### src/rtl/instr_sequencer_if.sv
// Handshake/bus bundle between the instruction sequencer and its host/core.
// master: host side (drives program load, control and core feedback).
// slave:  sequencer side.
interface instr_sequencer_if #(
  parameter int DEPTH = 16,
  parameter int IW    = 6,
  parameter int OW    = 8
);
  localparam int CW = $clog2(DEPTH) + 1;

  logic          wr_en;
  logic [IW-1:0] wr_data;
  logic          clear;
  logic          start;
  logic          loop_en;
  logic          stop;
  logic [OW-1:0] io_in;
  logic [IW-1:0] instr;
  logic          busy;
  logic          done;
  logic [CW-1:0] count;
  logic          overflow;
  logic [OW-1:0] signature;
  logic [OW-1:0] last_out;

  modport master (
    output wr_en, wr_data, clear, start, loop_en, stop, io_in,
    input  instr, busy, done, count, overflow, signature, last_out
  );

  modport slave (
    input  wr_en, wr_data, clear, start, loop_en, stop, io_in,
    output instr, busy, done, count, overflow, signature, last_out
  );
endinterface

### src/rtl/instr_sequencer.sv
// Program buffer + replay engine for the 6-bit-instruction core.
// Loads words in IDLE, replays them one per cycle, and folds the core's
// delayed responses into a rotate-XOR signature.
//
// state   | meaning
// --------+--------------------------------------------------------
// S_IDLE  | accept clear / start / program writes
// S_RUN   | issue mem[rd_ptr] each cycle, wrap when looping
// S_DRAIN | one NOP cycle so the last response can be sampled
// S_DONE  | one-cycle done pulse, then back to S_IDLE
module instr_sequencer #(
  parameter int DEPTH = 16,
  parameter int IW    = 6,
  parameter int OW    = 8
) (
  input  logic clk,
  input  logic rst,
  instr_sequencer_if.slave bus
);
  localparam int PW = $clog2(DEPTH);
  localparam int CW = PW + 1;
  localparam logic [CW-1:0] FULL = CW'(DEPTH);
  localparam logic [CW-1:0] ONE  = CW'(1);

  typedef enum logic [1:0] {S_IDLE, S_RUN, S_DRAIN, S_DONE} state_t;

  state_t        r_state, w_state_nxt;
  logic [IW-1:0] r_mem [DEPTH];
  logic [PW-1:0] r_rd_ptr, w_rd_ptr_nxt;
  logic [CW-1:0] r_count;
  logic          r_overflow;
  logic          r_stop_req;
  logic          r_prev_run;
  logic [IW-1:0] r_instr;
  logic [OW-1:0] r_signature;
  logic [OW-1:0] r_last_out;
  logic          w_start_ok, w_write_ok, w_at_last;
  logic          w_busy, w_done;

  // A start with an empty buffer is treated as absent, so a coincident write still lands.
  assign w_start_ok = (r_state == S_IDLE) && !bus.clear && bus.start && (r_count != '0);
  assign w_write_ok = (r_state == S_IDLE) && !bus.clear && !w_start_ok && bus.wr_en;
  assign w_at_last  = ({1'b0, r_rd_ptr} == (r_count - ONE));

  // State register
  always_ff @(posedge clk or negedge rst) begin
    if (!rst) r_state <= S_IDLE;
    else      r_state <= w_state_nxt;
  end

  // Next state and read pointer; a latched stop prevents the wrap but never cuts a pass short
  always_comb begin
    w_state_nxt  = r_state;
    w_rd_ptr_nxt = r_rd_ptr;
    case (r_state)
      S_IDLE: begin
        if (w_start_ok) begin
          w_state_nxt  = S_RUN;
          w_rd_ptr_nxt = '0;
        end
      end
      S_RUN: begin
        if (w_at_last) begin
          if (bus.loop_en && !bus.stop && !r_stop_req) w_rd_ptr_nxt = '0;
          else                                         w_state_nxt  = S_DRAIN;
        end else begin
          w_rd_ptr_nxt = r_rd_ptr + 1'b1;
        end
      end
      S_DRAIN: w_state_nxt = S_DONE;
      S_DONE:  w_state_nxt = S_IDLE;
      default: w_state_nxt = S_IDLE;
    endcase
  end

  // Status outputs decoded from the state register
  always_comb begin
    w_busy = (r_state == S_RUN) || (r_state == S_DRAIN);
    w_done = (r_state == S_DONE);
  end

  // Datapath: pointer, instruction register, count/overflow, response capture
  always_ff @(posedge clk or negedge rst) begin
    if (!rst) begin
      r_rd_ptr    <= '0;
      r_count     <= '0;
      r_overflow  <= 1'b0;
      r_stop_req  <= 1'b0;
      r_prev_run  <= 1'b0;
      r_instr     <= '0;
      r_signature <= '0;
      r_last_out  <= '0;
    end else begin
      r_rd_ptr   <= w_rd_ptr_nxt;
      r_instr    <= (w_state_nxt == S_RUN) ? r_mem[w_rd_ptr_nxt] : '0;
      r_prev_run <= (r_state == S_RUN);
      r_stop_req <= (r_state == S_RUN) && (r_stop_req || bus.stop);
      if ((r_state == S_IDLE) && bus.clear) begin
        r_count    <= '0;
        r_overflow <= 1'b0;
      end else if (w_write_ok) begin
        if (r_count != FULL) r_count    <= r_count + ONE;
        else                 r_overflow <= 1'b1;
      end
      // Core answers one cycle late: sample whenever the previous cycle issued an instruction
      if (w_start_ok) begin
        r_signature <= '0;
      end else if (r_prev_run) begin
        r_signature <= {r_signature[OW-2:0], r_signature[OW-1]} ^ bus.io_in;
        r_last_out  <= bus.io_in;
      end
    end
  end

  // Program buffer; contents survive reset and clear, count gates visibility
  always_ff @(posedge clk) begin
    if (w_write_ok && (r_count != FULL)) r_mem[r_count[PW-1:0]] <= bus.wr_data;
  end

  assign bus.instr     = r_instr;
  assign bus.busy      = w_busy;
  assign bus.done      = w_done;
  assign bus.count     = r_count;
  assign bus.overflow  = r_overflow;
  assign bus.signature = r_signature;
  assign bus.last_out  = r_last_out;
endmodule

### src/flat_wrapper.sv
// flat-port wrapper written by rule: the top's interface ports become plain ports
module instr_sequencer_flat 
#(
  parameter int DEPTH = 16,
  parameter int IW    = 6,
  parameter int OW    = 8
)
  (clk, rst, bus_wr_en, bus_wr_data, bus_clear, bus_start, bus_loop_en, bus_stop, bus_io_in, bus_instr, bus_busy, bus_done, bus_count, bus_overflow, bus_signature, bus_last_out);
  instr_sequencer_if #(.DEPTH(DEPTH), .IW(IW), .OW(OW)) bus_i ();
  input  logic clk;
  input  logic rst;
  input wire logic [$bits(bus_i.wr_en)-1:0] bus_wr_en;
  input wire logic [$bits(bus_i.wr_data)-1:0] bus_wr_data;
  input wire logic [$bits(bus_i.clear)-1:0] bus_clear;
  input wire logic [$bits(bus_i.start)-1:0] bus_start;
  input wire logic [$bits(bus_i.loop_en)-1:0] bus_loop_en;
  input wire logic [$bits(bus_i.stop)-1:0] bus_stop;
  input wire logic [$bits(bus_i.io_in)-1:0] bus_io_in;
  output wire logic [$bits(bus_i.instr)-1:0] bus_instr;
  output wire logic [$bits(bus_i.busy)-1:0] bus_busy;
  output wire logic [$bits(bus_i.done)-1:0] bus_done;
  output wire logic [$bits(bus_i.count)-1:0] bus_count;
  output wire logic [$bits(bus_i.overflow)-1:0] bus_overflow;
  output wire logic [$bits(bus_i.signature)-1:0] bus_signature;
  output wire logic [$bits(bus_i.last_out)-1:0] bus_last_out;
  assign bus_i.wr_en = bus_wr_en;
  assign bus_i.wr_data = bus_wr_data;
  assign bus_i.clear = bus_clear;
  assign bus_i.start = bus_start;
  assign bus_i.loop_en = bus_loop_en;
  assign bus_i.stop = bus_stop;
  assign bus_i.io_in = bus_io_in;
  assign bus_instr = bus_i.instr;
  assign bus_busy = bus_i.busy;
  assign bus_done = bus_i.done;
  assign bus_count = bus_i.count;
  assign bus_overflow = bus_i.overflow;
  assign bus_signature = bus_i.signature;
  assign bus_last_out = bus_i.last_out;
  instr_sequencer #(.DEPTH(DEPTH), .IW(IW), .OW(OW)) u_core (.clk(clk), .rst(rst), .bus(bus_i));
endmodule
### config.mk
export PLATFORM = sky130hd
export DESIGN_NAME = instr_sequencer_flat
export DESIGN_NICKNAME = d
export VERILOG_FILES = /design/src/rtl/instr_sequencer_if.sv /design/src/rtl/instr_sequencer.sv /design/src/flat_wrapper.sv
export SDC_FILE = /design/constraint.sdc
export NUM_CORES = 1
export LEC_CHECK = 0
export CORE_MARGIN = 3
export CORE_UTILIZATION = 41
export CTS_CLUSTER_SIZE = 14
export DETAILED_ROUTE_END_ITERATION = 12
export GPL_TIMING_DRIVEN = 0
export PLACE_DENSITY_LB_ADDON = 0.12
export SLEW_MARGIN = 20
export SYNTH_ARGS = -nofsm -noshare
export SYNTH_HDL_FRONTEND = slang
export SYNTH_SLANG_ARGS = --single-unit
### constraint.sdc
create_clock -name clk -period 3.7 [get_ports clk]
set_input_delay 0.74 -clock clk [delete_from_list [all_inputs] [get_ports clk]]
set_output_delay 0.74 -clock clk [all_outputs]
set_load 0.03 [all_outputs]
==> metrics.txt <==
status finished, final reports clean; Routability Congestion roughly 0.8; switching share of power 22.5%; Post-synth ARST share between 20% and 30%; Leak about 2.6 nW; Port Buf Inserts 50; nature of the critical path startpoint register; share of power burned in combinational logic a little under a tenth; Psw 0.798 mW; Final Max Tran Viols 0; nets 509; Routed wire per std cell 18.3 µm; Clock transition at path regs around 0.050 ns; initial core utilization a little over two fifths; post-route insts no fill ~670; global-route wire length before repair slightly below 20000 µm; Synth Flop Type edfxtp_1; placed insts 630; initial antenna violation count 0; Yosys top cell area share between 50 and 60%; GRT overflow 0; Iteration-0 DRC Markers roughly 280; Internal Power roughly 2.8 mW; DR vias around 3500; gr usage total between 10% and 20%; critical-path maximum fanout 10; # IOs between 50 and 60; Final setup viols 0; Max Cap Viol 0; Seq pwr share around 48%; Mapped Avg Cell Area 14.3 µm²; worst skew pair latency 0.41 ns; Final Skew just over 0.006 ns; Yosys cell types 47; Detail Route Antenna Nets 0; worst hold margin 0.197 ns; largest net degree at the start of global routing 27; #FFs+latches synth between 100 and 150; maximum VDD drop between 200 and 300 µV; Ys Warns 0; CTS Root Buffer Type clkbuf_16; CTS tree built; CP endpoint kind register; top cells by area, synth edfxtp_1 50%, dfrtp_1 16%, mux2i_1 9.2%; period utilization a little over nine tenths; Area Overhead vs Synth 22.7%; min-delay worst type input port to asynchronous set/reset pin; minimum clock period approximately 3.5 ns; post-synth top area cell edfxtp_1; final hold viol count 0; total CTS buffers 17; WP data arrival between 3 and 4 ns; layout cells sized above 1 about an eighth; Worst EP required 3.97 ns; vias in the first global route about 3500; H-tree Lvls 4; Post-synth EDFFs 96; post-synthesis sequential area ratio around two thirds; # diodes 0; Setup CP Type register to register; number of remaining DRC errors 0; Max Fclk ~290 MHz; Pre-Repair DR Iteration Count 5; Syn Inst Count a little over 400; worst-margin pin slew approximately 0.65 ns; Die Ht ~120 µm; Synth Cell Area between 0.005 and 0.006 mm²; relative slew slack 56.6%; Clock Path Buffers 2; Die Span X 124 µm; HPWL after detailed placement 8300 µm; clock sink count around 130; Pwr Total 3.56 mW; Die Area ~0.015 mm²; Core ar. about 0.014 mm²; Clock power frac between 40 and 50%; post-synth net total between 400 and 500; row count 42; WL final roughly 12000 µm; Via density 5.21; PD cells ~500 mW/mm²
## through the flow
stage / cell area (µm²) / utilization (%) / setup slack (ns) / TNS, ns
6_report: 7070 / 52.3 / 0.211 / 0
2_1_floorplan: 5760 / - / 0.379 / 0
3_5_place_dp: 6490 / 48.1 / -0.0326 / -0.0892
4_1_cts: 7050 / 52.2 / 0.0182 / 0
5_1_grt: 7070 / 52.3 / -0.00740 / -0.00847
3_3_place_gp: 6480 / 48.0 / -0.0219 / -0.0315
## logic make-up after synthesis
family | count (synthesis) | synth area share, %
AOI/OAI and AO/OA | 45 | 6.17
xor gates and xnor gates | 17 | 2.59
adders and majority gates | 11 | 2.39
buffers and inverters | 27 | 2.56
DFF | 132 | 65.7
muxes | 63 | 11.6
and+or+nand+nor | 108 | 9.00
## cell type report
cell class              count  area (µm²)
clock buffers              27         483
repair buffers             55         546
multi-input cells         244        1830
inverters                   9        38.8
flip-flops and latches    132        3780
clock inverters             5        53.8
fillers                  1109        6440
well taps                 176         220
plain buffers              18         110
## what timing repair did
action | 4_1_cts | 5_1_grt
pin swaps | 0 | 1
buffers inserted | 3 | 1
setup endpoints to repair | 4 | 6
hold buffers | 0 | 0
resized for setup | 0 | 3
endpoints found under the hold margin | 0 | 0
## registers in the layout, summed over array words and instances, names as in the netlist
| signal | count |
|---|---|
| u_core.r_rd_ptr | 4 |
| u_core.r_state | 2 |
| u_core.bus.instr | 6 |
| u_core.bus.overflow | 1 |
| u_core.r_stop_req | 1 |
| u_core.bus.signature | 8 |
| u_core.r_prev_run | 1 |
| u_core.bus.last_out | 8 |
| u_core.bus.count | 5 |
| u_core.r_mem | 96 |
## power by group through the flow
stage	combinational [mW]	clock [mW]	sequential, mW
3_3_place_gp	0.337	0	1.72
5_1_grt	0.358	1.63	1.69
3_5_place_dp	0.339	0	1.72
2_1_floorplan	0.0753	0	1.81
6_report	0.335	1.53	1.69
4_1_cts	0.341	1.56	1.69
## layout by cell type, fill, tap and decap left out, types with 2 or more instances in the layout
master           count
mux2i_1             53
clkbuf_1            14
clkdlybuf4s50_1     49
nor3b_1              3
nand3b_1             2
clkbuf_16           17
a211oi_1            10
xor2_1               2
ha_1                11
o32ai_1              2
buf_4                5
mux2_2               8
clkbuf_8             2
edfxtp_1            96
a31oi_1              3
dfrtp_1             36
clkinv_2             3
and3_1               4
nor3_1               2
nand2_1             34
buf_6                4
o21ai_1              6
inv_1                6
xnor2_1             15
buf_2                7
nand4_1              2
o22ai_1              5
nand3_1             14
a21oi_1              9
inv_2                2
and2_1              15
nor2_1              25
## cell usage after synthesis (5+ instances only)
cell,count
clkbuf_1,7
mux2_2,8
o21ai_1,6
ha_1,11
a211oi_1,10
edfxtp_1,96
nor2_1,25
xnor2_1,15
dfrtp_1,36
nand2_1,34
mux2i_1,53
o22ai_1,5
a21oi_1,9
nand3_1,14
inv_1,6
and2_1,15
buf_2,6
## critical path, stage by stage, from the launching register on
cell       delay [ns]
dfrtp_1          0.50
inv_1            0.13
ha_1             0.27
o21ba_1          0.18
a221o_1          0.38
a2111oi_4        0.28
buf_4            0.20
o2bb2ai_4        0.17
a21oi_1          0.22
inv_2            0.21
buf_2            0.34
mux2i_1          0.32
o22ai_1          0.15
## path summary, 6_finish.rpt
check / cells after the start / slack, ns / from / to
worst max-delay path: 12 / 0.21 / u_core.bus.count[0] / u_core.bus.instr[5]
worst min-delay path: 1 / 0.20 / rst / u_core.bus.last_out[3]
worst max register to register: 12 / 0.21 / u_core.bus.count[0] / u_core.bus.instr[5]
worst min register to register: 2 / 0.48 / u_core.r_stop_req / u_core.r_stop_req
max in group asynchronous: 2 / 3.08 / rst / u_core.r_stop_req
min in group clk: 2 / 0.48 / u_core.r_stop_req / u_core.r_stop_req
## routing by layer
layer / up-vias / share of wire, % / global-route usage, %
met5: - / 0 / 0
met4: 0 / 1.8 / 6.06
met3: 18 / 4.7 / 4.16
met2: 78 / 48 / 25.3
met1: 1740 / 45 / 22.7
li1: 1635 / - / -
(Power assumes the default switching activity.)
